===== src/rtl/output_port_arbiter.sv =====
// Round-robin arbiter for one router output port.
// Four input ports offer routed flits. One flit per cycle is granted into a
// single-entry output register, which is held while downstream asserts portBlock.
module output_port_arbiter #(
    parameter int modifiedFlitSize = 32,
    parameter int countWidth       = 16
) (
    input  logic                        clk,
    input  logic                        reset,
    input  logic [modifiedFlitSize-1:0] inFlit1,
    input  logic [modifiedFlitSize-1:0] inFlit2,
    input  logic [modifiedFlitSize-1:0] inFlit3,
    input  logic [modifiedFlitSize-1:0] inFlit4,
    input  logic [3:0]                  inValid,
    output logic [3:0]                  inReady,
    output logic [modifiedFlitSize-1:0] outFlit,
    output logic                        outValid,
    input  logic                        portBlock,
    output logic [3:0]                  grantOut,
    output logic [countWidth-1:0]       outCount
);

    typedef enum logic {IDLE = 1'b0, SEND = 1'b1} state_t;

    state_t                      state;
    logic [1:0]                  ptr;
    logic                        deliver;
    logic                        canLoad;
    logic                        found;
    logic [1:0]                  winner;
    logic                        transfer;
    logic [modifiedFlitSize-1:0] selFlit;

    function automatic logic [3:0] onehot4(input logic [1:0] idx);
        logic [3:0] r;
        r = 4'b0000;
        r[idx] = 1'b1;
        return r;
    endfunction

    // The state register is the outValid flag itself.
    assign outValid = (state == SEND);
    assign deliver  = outValid & ~portBlock;
    assign canLoad  = ~outValid | deliver;

    // Scan requests from ptr upward, wrapping 3 -> 0; first set bit wins.
    always_comb begin
        found  = 1'b0;
        winner = ptr;
        for (int k = 0; k < 4; k++) begin
            logic [1:0] idx;
            idx = ptr + 2'(k);
            if (!found && inValid[idx]) begin
                found  = 1'b1;
                winner = idx;
            end
        end
    end

    assign transfer = canLoad & found;
    assign inReady  = transfer ? onehot4(winner) : 4'b0000;

    // Select the flit of the winning port.
    always_comb begin
        selFlit = inFlit1;
        case (winner)
            2'd0: selFlit = inFlit1;
            2'd1: selFlit = inFlit2;
            2'd2: selFlit = inFlit3;
            2'd3: selFlit = inFlit4;
            default: selFlit = inFlit1;
        endcase
    end

    // Output register, grant, priority pointer and delivered-flit counter.
    always_ff @(posedge clk) begin
        if (reset) begin
            state    <= IDLE;
            outFlit  <= '0;
            grantOut <= 4'b0000;
            outCount <= '0;
            ptr      <= 2'd0;
        end else begin
            if (deliver) begin
                outCount <= outCount + countWidth'(1);
            end
            if (transfer) begin
                outFlit  <= selFlit;
                grantOut <= onehot4(winner);
                state    <= SEND;
                ptr      <= winner + 2'd1;
            end else if (deliver) begin
                // Flit left and nothing replaces it; outFlit keeps its stale value.
                state    <= IDLE;
                grantOut <= 4'b0000;
            end
        end
    end

endmodule


===== config.mk =====
export PLATFORM = sky130hd
export DESIGN_NAME = output_port_arbiter
export DESIGN_NICKNAME = d
export VERILOG_FILES = /design/src/rtl/output_port_arbiter.sv
export SDC_FILE = /design/constraint.sdc
export NUM_CORES = 1
export LEC_CHECK = 0
export ABC_AREA = 1
export CAP_MARGIN = 0
export CORE_UTILIZATION = 33
export CTS_CLUSTER_SIZE = 12
export DETAILED_ROUTE_END_ITERATION = 10
export PLACE_DENSITY_LB_ADDON = 0.3
export SLEW_MARGIN = 40
export SYNTH_ARGS = -nofsm -noshare
export SYNTH_HDL_FRONTEND = slang
export SYNTH_SLANG_ARGS = --single-unit

===== constraint.sdc =====
create_clock -name clk -period 6.5 [get_ports clk]
set_clock_uncertainty 0.15 [all_clocks]
set_input_delay 0.65 -clock clk [delete_from_list [all_inputs] [get_ports clk]]
set_output_delay 0.65 -clock clk [all_outputs]
set_load 0.01 [all_outputs]

==> results of run 1 <==
==> worst min-delay path by stage <==
stage	start	end	slack, ns
floorplan	outCount[12]	outCount[12]	0.35
global placement	outFlit[7]	outFlit[7]	0.31
detailed placement	outFlit[23]	outFlit[23]	0.32
CTS	outFlit[14]	outFlit[14]	0.34
global route	outFlit[14]	outFlit[14]	0.36
finish	outFlit[23]	outFlit[23]	0.34
==> tightest hold or removal path, cell delays in order, from the launching register on <==
cell	delay [ns]
dfxtp_1	0.34
nor2_1	0.04
nor2_1	0.08
==> area by class of cell <==
type                            instances  area share
Multi-Input combinational cell        403       0.369
Timing Repair Buffer                  196       0.359
Sequential cell                        55       0.203
Tap cell                              133      0.0306
Inverter                               30      0.0216
Clock buffer                            5      0.0127
Clock inverter                          3     0.00529
==> kinds of logic after synthesis <==
| kind of cell | count (synthesis) | share of synthesized area |
|---|---|---|
| and+or+nand+nor | 304 | 0.380 |
| buffers and inverters | 63 | 0.0831 |
| adders and majority gates | 6 | 0.0222 |
| DFF | 55 | 0.325 |
| xor gates and xnor gates | 3 | 0.00776 |
| AOI/OAI and AO/OA | 90 | 0.182 |
==> synth_stat cells (all sizes together) <==
master,n
a21oi,14
a22o,32
a31o,1
and3,1
buf,12
clkbuf,21
clkinv,1
dfxtp,55
ha,6
inv,29
nand2,187
nand3,23
nand4,3
nor2,83
nor3,5
nor3b,2
o21a,1
o21ai,10
o22ai,32
xor2,3
==> flip-flops by register name (all words and copies together), names as in the netlist <==
| register | count |
|---|---|
| grantOut | 4 |
| outCount | 16 |
| outFlit | 32 |
| outValid | 1 |
| ptr | 2 |
==> where the power goes <==
group	leakage [µW]	switching, µW	total [µW]	internal, µW
sequential	0.000453	62.7	504	441
combinational	0.00192	1150	2040	890
clock	0.0000502	122	202	80.2
==> placed cells by master, fill, tap and decap left out <==
master / netlist / routed
clkdlybuf4s50_1: 0 / 191
nand2_1: 160 / 160
nor2_1: 82 / 82
dfxtp_1: 55 / 55
a22o_1: 32 / 32
o22ai_1: 32 / 32
nand2_2: 26 / 26
inv_1: 25 / 25
nand3_1: 22 / 22
a21oi_1: 14 / 14
o21ai_0: 9 / 9
ha_1: 6 / 6
nor3_1: 5 / 5
clkbuf_8: 0 / 5
buf_4: 1 / 5
nand4_1: 3 / 3
xor2_1: 3 / 3
inv_2: 3 / 2
inv_4: 1 / 2
nor3b_1: 2 / 2
clkinv_4: 0 / 2
nor2_4: 1 / 1
o21ai_1: 1 / 1
nand3_4: 1 / 1
nand2_4: 1 / 1
clkinv_1: 1 / 1
and3_1: 1 / 1
o21a_1: 1 / 1
a31o_2: 1 / 1
inv_8: 0 / 1
==> layer usage <==
layer  up-vias  share of wire  track usage
met5         -              0            0
li1       2040              -            -
met1      1720           0.44        0.251
met3         6          0.082       0.0504
met2       136           0.47        0.357
met4         0         0.0066       0.0368
==> stage by stage <==
stage | total power [µW] | hold WS [ns] | setup slack, ns | std cells | area, µm²
after floorplan | 1970 | 0.345 | 3.41 | 521 | 3390
after global placement | 2530 | 0.315 | 2.79 | 817 | 5340
after detailed placement | 2550 | 0.321 | 2.64 | 817 | 5340
after CTS | 2770 | 0.342 | 2.63 | 825 | 5440
after global routing | 3040 | 0.358 | 2.38 | 825 | 5440
final | 2740 | 0.339 | 2.61 | 825 | 5440
==> impl_metrics.yaml, run 1 <==
drt:
  wl_per_cell_um: 14.0
  drtAntennaViolNets: 0
  drt-pass1-iter-count: 4
  routed_wirelength_um: 11500
  drc: 0
  vias: 3902
  viasPerCell: 4.73
  drt-initial-drc-count: 84
grt:
  grt_pass1_vias: 3549
  grt_pass1_wl_um: 16800
  grt_usage: 0.202
  overflow: 0
  grt_antenna_before_repair: 0
  grt_max_degree: 66
worst_setup_path:
  cp.depth: 13
  endpoint_kind: "primary output"
  rrSetupSlack_ns: 3.38
  critPathMaxStageDelay_ns: 0.53
  crit_type: "in2out"
  worstReg2RegEnd: "outFlit[16]"
  crit_required_ns: 5.70
  crit_start: "inValid[2]"
  crit_buf_inv: 5
  critPathMaxFanout: 5
  crit_arrival_ns: 3.09
  critPathTopFamily: "buffers and inverters"
  rr_startpoint: "ptr[0]"
  crit_chain: "clkdlybuf4s50_1, inv_1, nand2_1, o21ai_0, o21ai_0, nand3_1, nand2_1, nand2_1, inv_1, ha_1, nand3_1, inv_1, clkdlybuf4s50_1"
  crit_path_start_kind: "input port"
  worstRegToRegCells: 14
  crit_slowest_cell: "clkdlybuf4s50_1"
  critPathCapture: "inReady[1]"
yosys:
  synth_fp_nets: 662
  ys_ff_latch: 55
  avgSynthCellArea_um2: 6.50
  yosysTopAreaCell: "dfxtp_1"
  synthTopCellsByArea: "dfxtp_1, nand2_1, nor2_1, a22o_1, o22ai_1"
  synth.yosys.seq_area_share: 0.325
  netlist_area_mm2: 0.00339
  yosysWarningCount: 0
  ys_types: 29
  synthCells: 521
  synth.top_cell.area_share: 0.325
flow_run:
  maxCapViolations: 0
place:
  port_buffers: 191
  dpl.hpwl_um: 8340
  place_congestion: 0.837
cts:
  h-tree-depth: 2
  cts_buffers: 5
  insertion_delay_ns: 0.31
  cts-root-buf: "clkbuf_8"
  cts_tree: "yes"
  cts_resized: 0
  clockBufferDepth: 2
  cts_setup_buffers: 0
  cts_sinks: 55
  path_clk_slew_ns: 0.10
  postCtsHoldBufs: 0
timing:
  fin_crit_ns: 3.89
  fmax_ghz: 0.257
  tightest_slew_ns: 0.742
  rsz0062_at_grt: "false"
  min_period_over_period: 0.598
  slew-limit-headroom: 0.505
  maxSlewViolCount: 0
  fin_tns_setup_ns: 0
  setup_viol_count_final: 0
  final_hold_viol_count: 0
floorplanning:
  fp.dieArea_mm2: 0.0107
  core_area_mm2: 0.00986
  ios: 192
  start_util: 0.343
  die_w_um: 103
  core.rowCount: 36
  die_h_um: 103
power_and_ir_drop:
  power_leakage_uw: 0.00242
  power_density_mw_per_mm2: 505
  irDropWorstVdd_v: 0.000511
finish:
  final_nets: 832
  multi_input_area_mm2: 0.00200
  nFillCells: 937
  drive_gt1_frac: 0.0679
  regArea_mm2: 0.00110
  fin_util: 0.551
  num_antenna_cells: 0
  syn_to_final_growth_pct: 60.5
min_path:
  hold_class: "reg2reg"
  holdPathStages: 2
run_status:
  status: "completed"
(Power assumes the default switching activity.)
==> run 2, diff against run 1 <==
clock period = 3.1 ns   (was 6.5 ns; I/O delays follow)
==> run 2 against run 1 <==
Flip-flop and latch count did not move. Global-route usage rose by 0.57 points. Critical path depth rose by 7. Worst setup slack got worse by 2.3 ns. Largest cell class is now non-clock buffers. Final cell count rose by 1.8%. Largest power group unchanged. Highest routed layer unchanged. Critical endpoint is now outFlit[10].
==> impl_metrics.yaml, run 2 (same netlist as run 1, synthesis figures left out) <==
cts:
  cts_tree: "yes"
  clockBufferDepth: 2
  postCtsHoldBufs: 0
  path_clk_slew_ns: 0.11
  insertion_delay_ns: 0.31
  cts_buffers: 5
  cts-root-buf: "clkbuf_8"
  cts_sinks: 55
  h-tree-depth: 2
place:
  dp_slack_ns: -0.0946
  port_buffers: 191
  dpl.hpwl_um: 8870
  place_congestion: 0.809
power_and_ir_drop:
  irDropWorstVdd_v: 0.00113
  power_density_mw_per_mm2: 1100
  power_leakage_uw: 0.00255
timing:
  tightest_slew_ns: 0.436
  rsz0062_at_grt: "false"
  setup_viol_count_final: 0
  fin_ws_ns: 0.351
  slew-limit-headroom: 0.709
  final_hold_viol_count: 0
  fin_crit_ns: 2.75
  min_period_over_period: 0.887
  fmax_ghz: 0.364
  maxSlewViolCount: 0
finish:
  drive_gt1_frac: 0.0962
  final_cell_mix: "clkdlybuf4s50_1, nand2_1, nor2_1"
  final_nets: 847
  layout_commonest_cell: "clkdlybuf4s50_1"
  fin_util: 0.566
  top_regs: "outFlit x32, outCount x16, grantOut x4"
  num_antenna_cells: 0
  syn_to_final_growth_pct: 64.9
  largest_reg_flops: 32
  max_flop_register: "outFlit"
floorplanning:
  core.rowCount: 36
  start_util: 0.343
  core_area_mm2: 0.00986
  die_h_um: 103
  die_w_um: 103
  ios: 192
  fp.dieArea_mm2: 0.0107
drt:
  vias: 4049
  drc: 0
  drt-initial-drc-count: 154
  drt-pass1-iter-count: 5
  wl_per_cell_um: 14.3
  routed_wirelength_um: 12000
  drtAntennaViolNets: 0
  viasPerCell: 4.82
worst_setup_path:
  crit_path_start_kind: "flop"
  critPathMaxStageDelay_ns: 0.41
  crit_arrival_ns: 2.82
  worstRegToRegCells: 20
  critPathMaxFanout: 44
  critPathMostFrequentCell: "nand2_1"
  worstReg2RegEnd: "outFlit[10]"
  endpoint_kind: "flop"
  crit_type: "reg2reg"
  crit_chain: "inv_2, nand2_1, nand2_2, nand2_1, nand2_2, nor2_4, nand2_1, nand2_1, nand2_1, nand3_1, nand2_1, buf_4, ha_1, inv_2, buf_12, nand2_1, o22ai_1, nand2_1, nand2_1, nor2_1"
  critPathCapture: "outFlit[10]"
  crit_required_ns: 3.17
  crit_start: "ptr[0]"
  crit_slowest_cell: "dfxtp_4"
  rr_startpoint: "ptr[0]"
  rrSetupSlack_ns: 0.35
grt:
  overflow: 0
  grt_usage: 0.208
  grt_pass1_vias: 3726
  grt_max_degree: 45
  grt_antenna_before_repair: 0
  grt_pass1_wl_um: 17500
run_status:
  status: "completed"
min_path:
  hp-start: "outFlit[15]"
  hold_class: "reg2reg"
flow_run:
  maxCapViolations: 0
==> run 2: worst max-delay path, delay by kind of cell, from the launching register on <==
| kind | cells | cell delay, ns |
|---|---|---|
| fa+ha+maj | 1 | 0.21 |
| flops | 1 | 0.41 |
| buf+inv | 4 | 0.54 |
| compound gates | 1 | 0.23 |
| simple gates | 14 | 1.10 |
==> run 2: worst min-delay path by stage <==
stage,end,depth (start not counted)
6_report,outFlit[15],2
5_1_grt,outFlit[15],2
4_1_cts,outFlit[15],2
3_5_place_dp,outFlit[15],2
3_3_place_gp,outFlit[7],2
2_1_floorplan,outCount[2],1
==> run 2: power by group <==
part           internal, µW  switching [µW]  leakage, µW  total (µW)
combinational          2080            2550      0.00205        4630
clock                   167             263    0.0000463         429
sequential              932             132     0.000455        1060
total                  3180            2940      0.00255        6120
==> run 2: cell type report <==
type                    instances  area, µm²
well taps                     133        166
clock inverters                 3       27.5
repair buffers                211       2080
multi-input cells             403       2010
fillers                       915       4280
clock buffers                   5       68.8
inverters                      30        115
flip-flops and latches         55       1110
==> run 2: repair_timing <==
action | CTS | global route
hold endpoints to repair | 0 | 0
buffers inserted | 4 | 2
endpoints found under the setup margin | 4 | 4
pin swaps | 1 | 2
gates resized for setup | 5 | 8
==> run 2: stage by stage <==
stage / hold WS, ns / instances / cell area, µm² / power, µW / setup TNS, ns
after floorplan: 0.236 / 521 / 3390 / 4130 / 0
after global placement: 0.314 / 826 / 5420 / 5540 / 0
after detailed placement: 0.322 / 826 / 5420 / 5620 / -0.260
after CTS: 0.342 / 838 / 5550 / 6120 / 0
after global routing: 0.360 / 840 / 5590 / 6690 / 0
final: 0.339 / 840 / 5590 / 6120 / 0
==> run 2: metal layers <==
metal | track usage | vias up | part of all wire
met3 | 0.0450 | 9 | 0.084
li1 | - | 2074 | -
met2 | 0.375 | 169 | 0.48
met5 | 0 | - | 0
met4 | 0.0477 | 0 | 0.0068
met1 | 0.252 | 1797 | 0.43
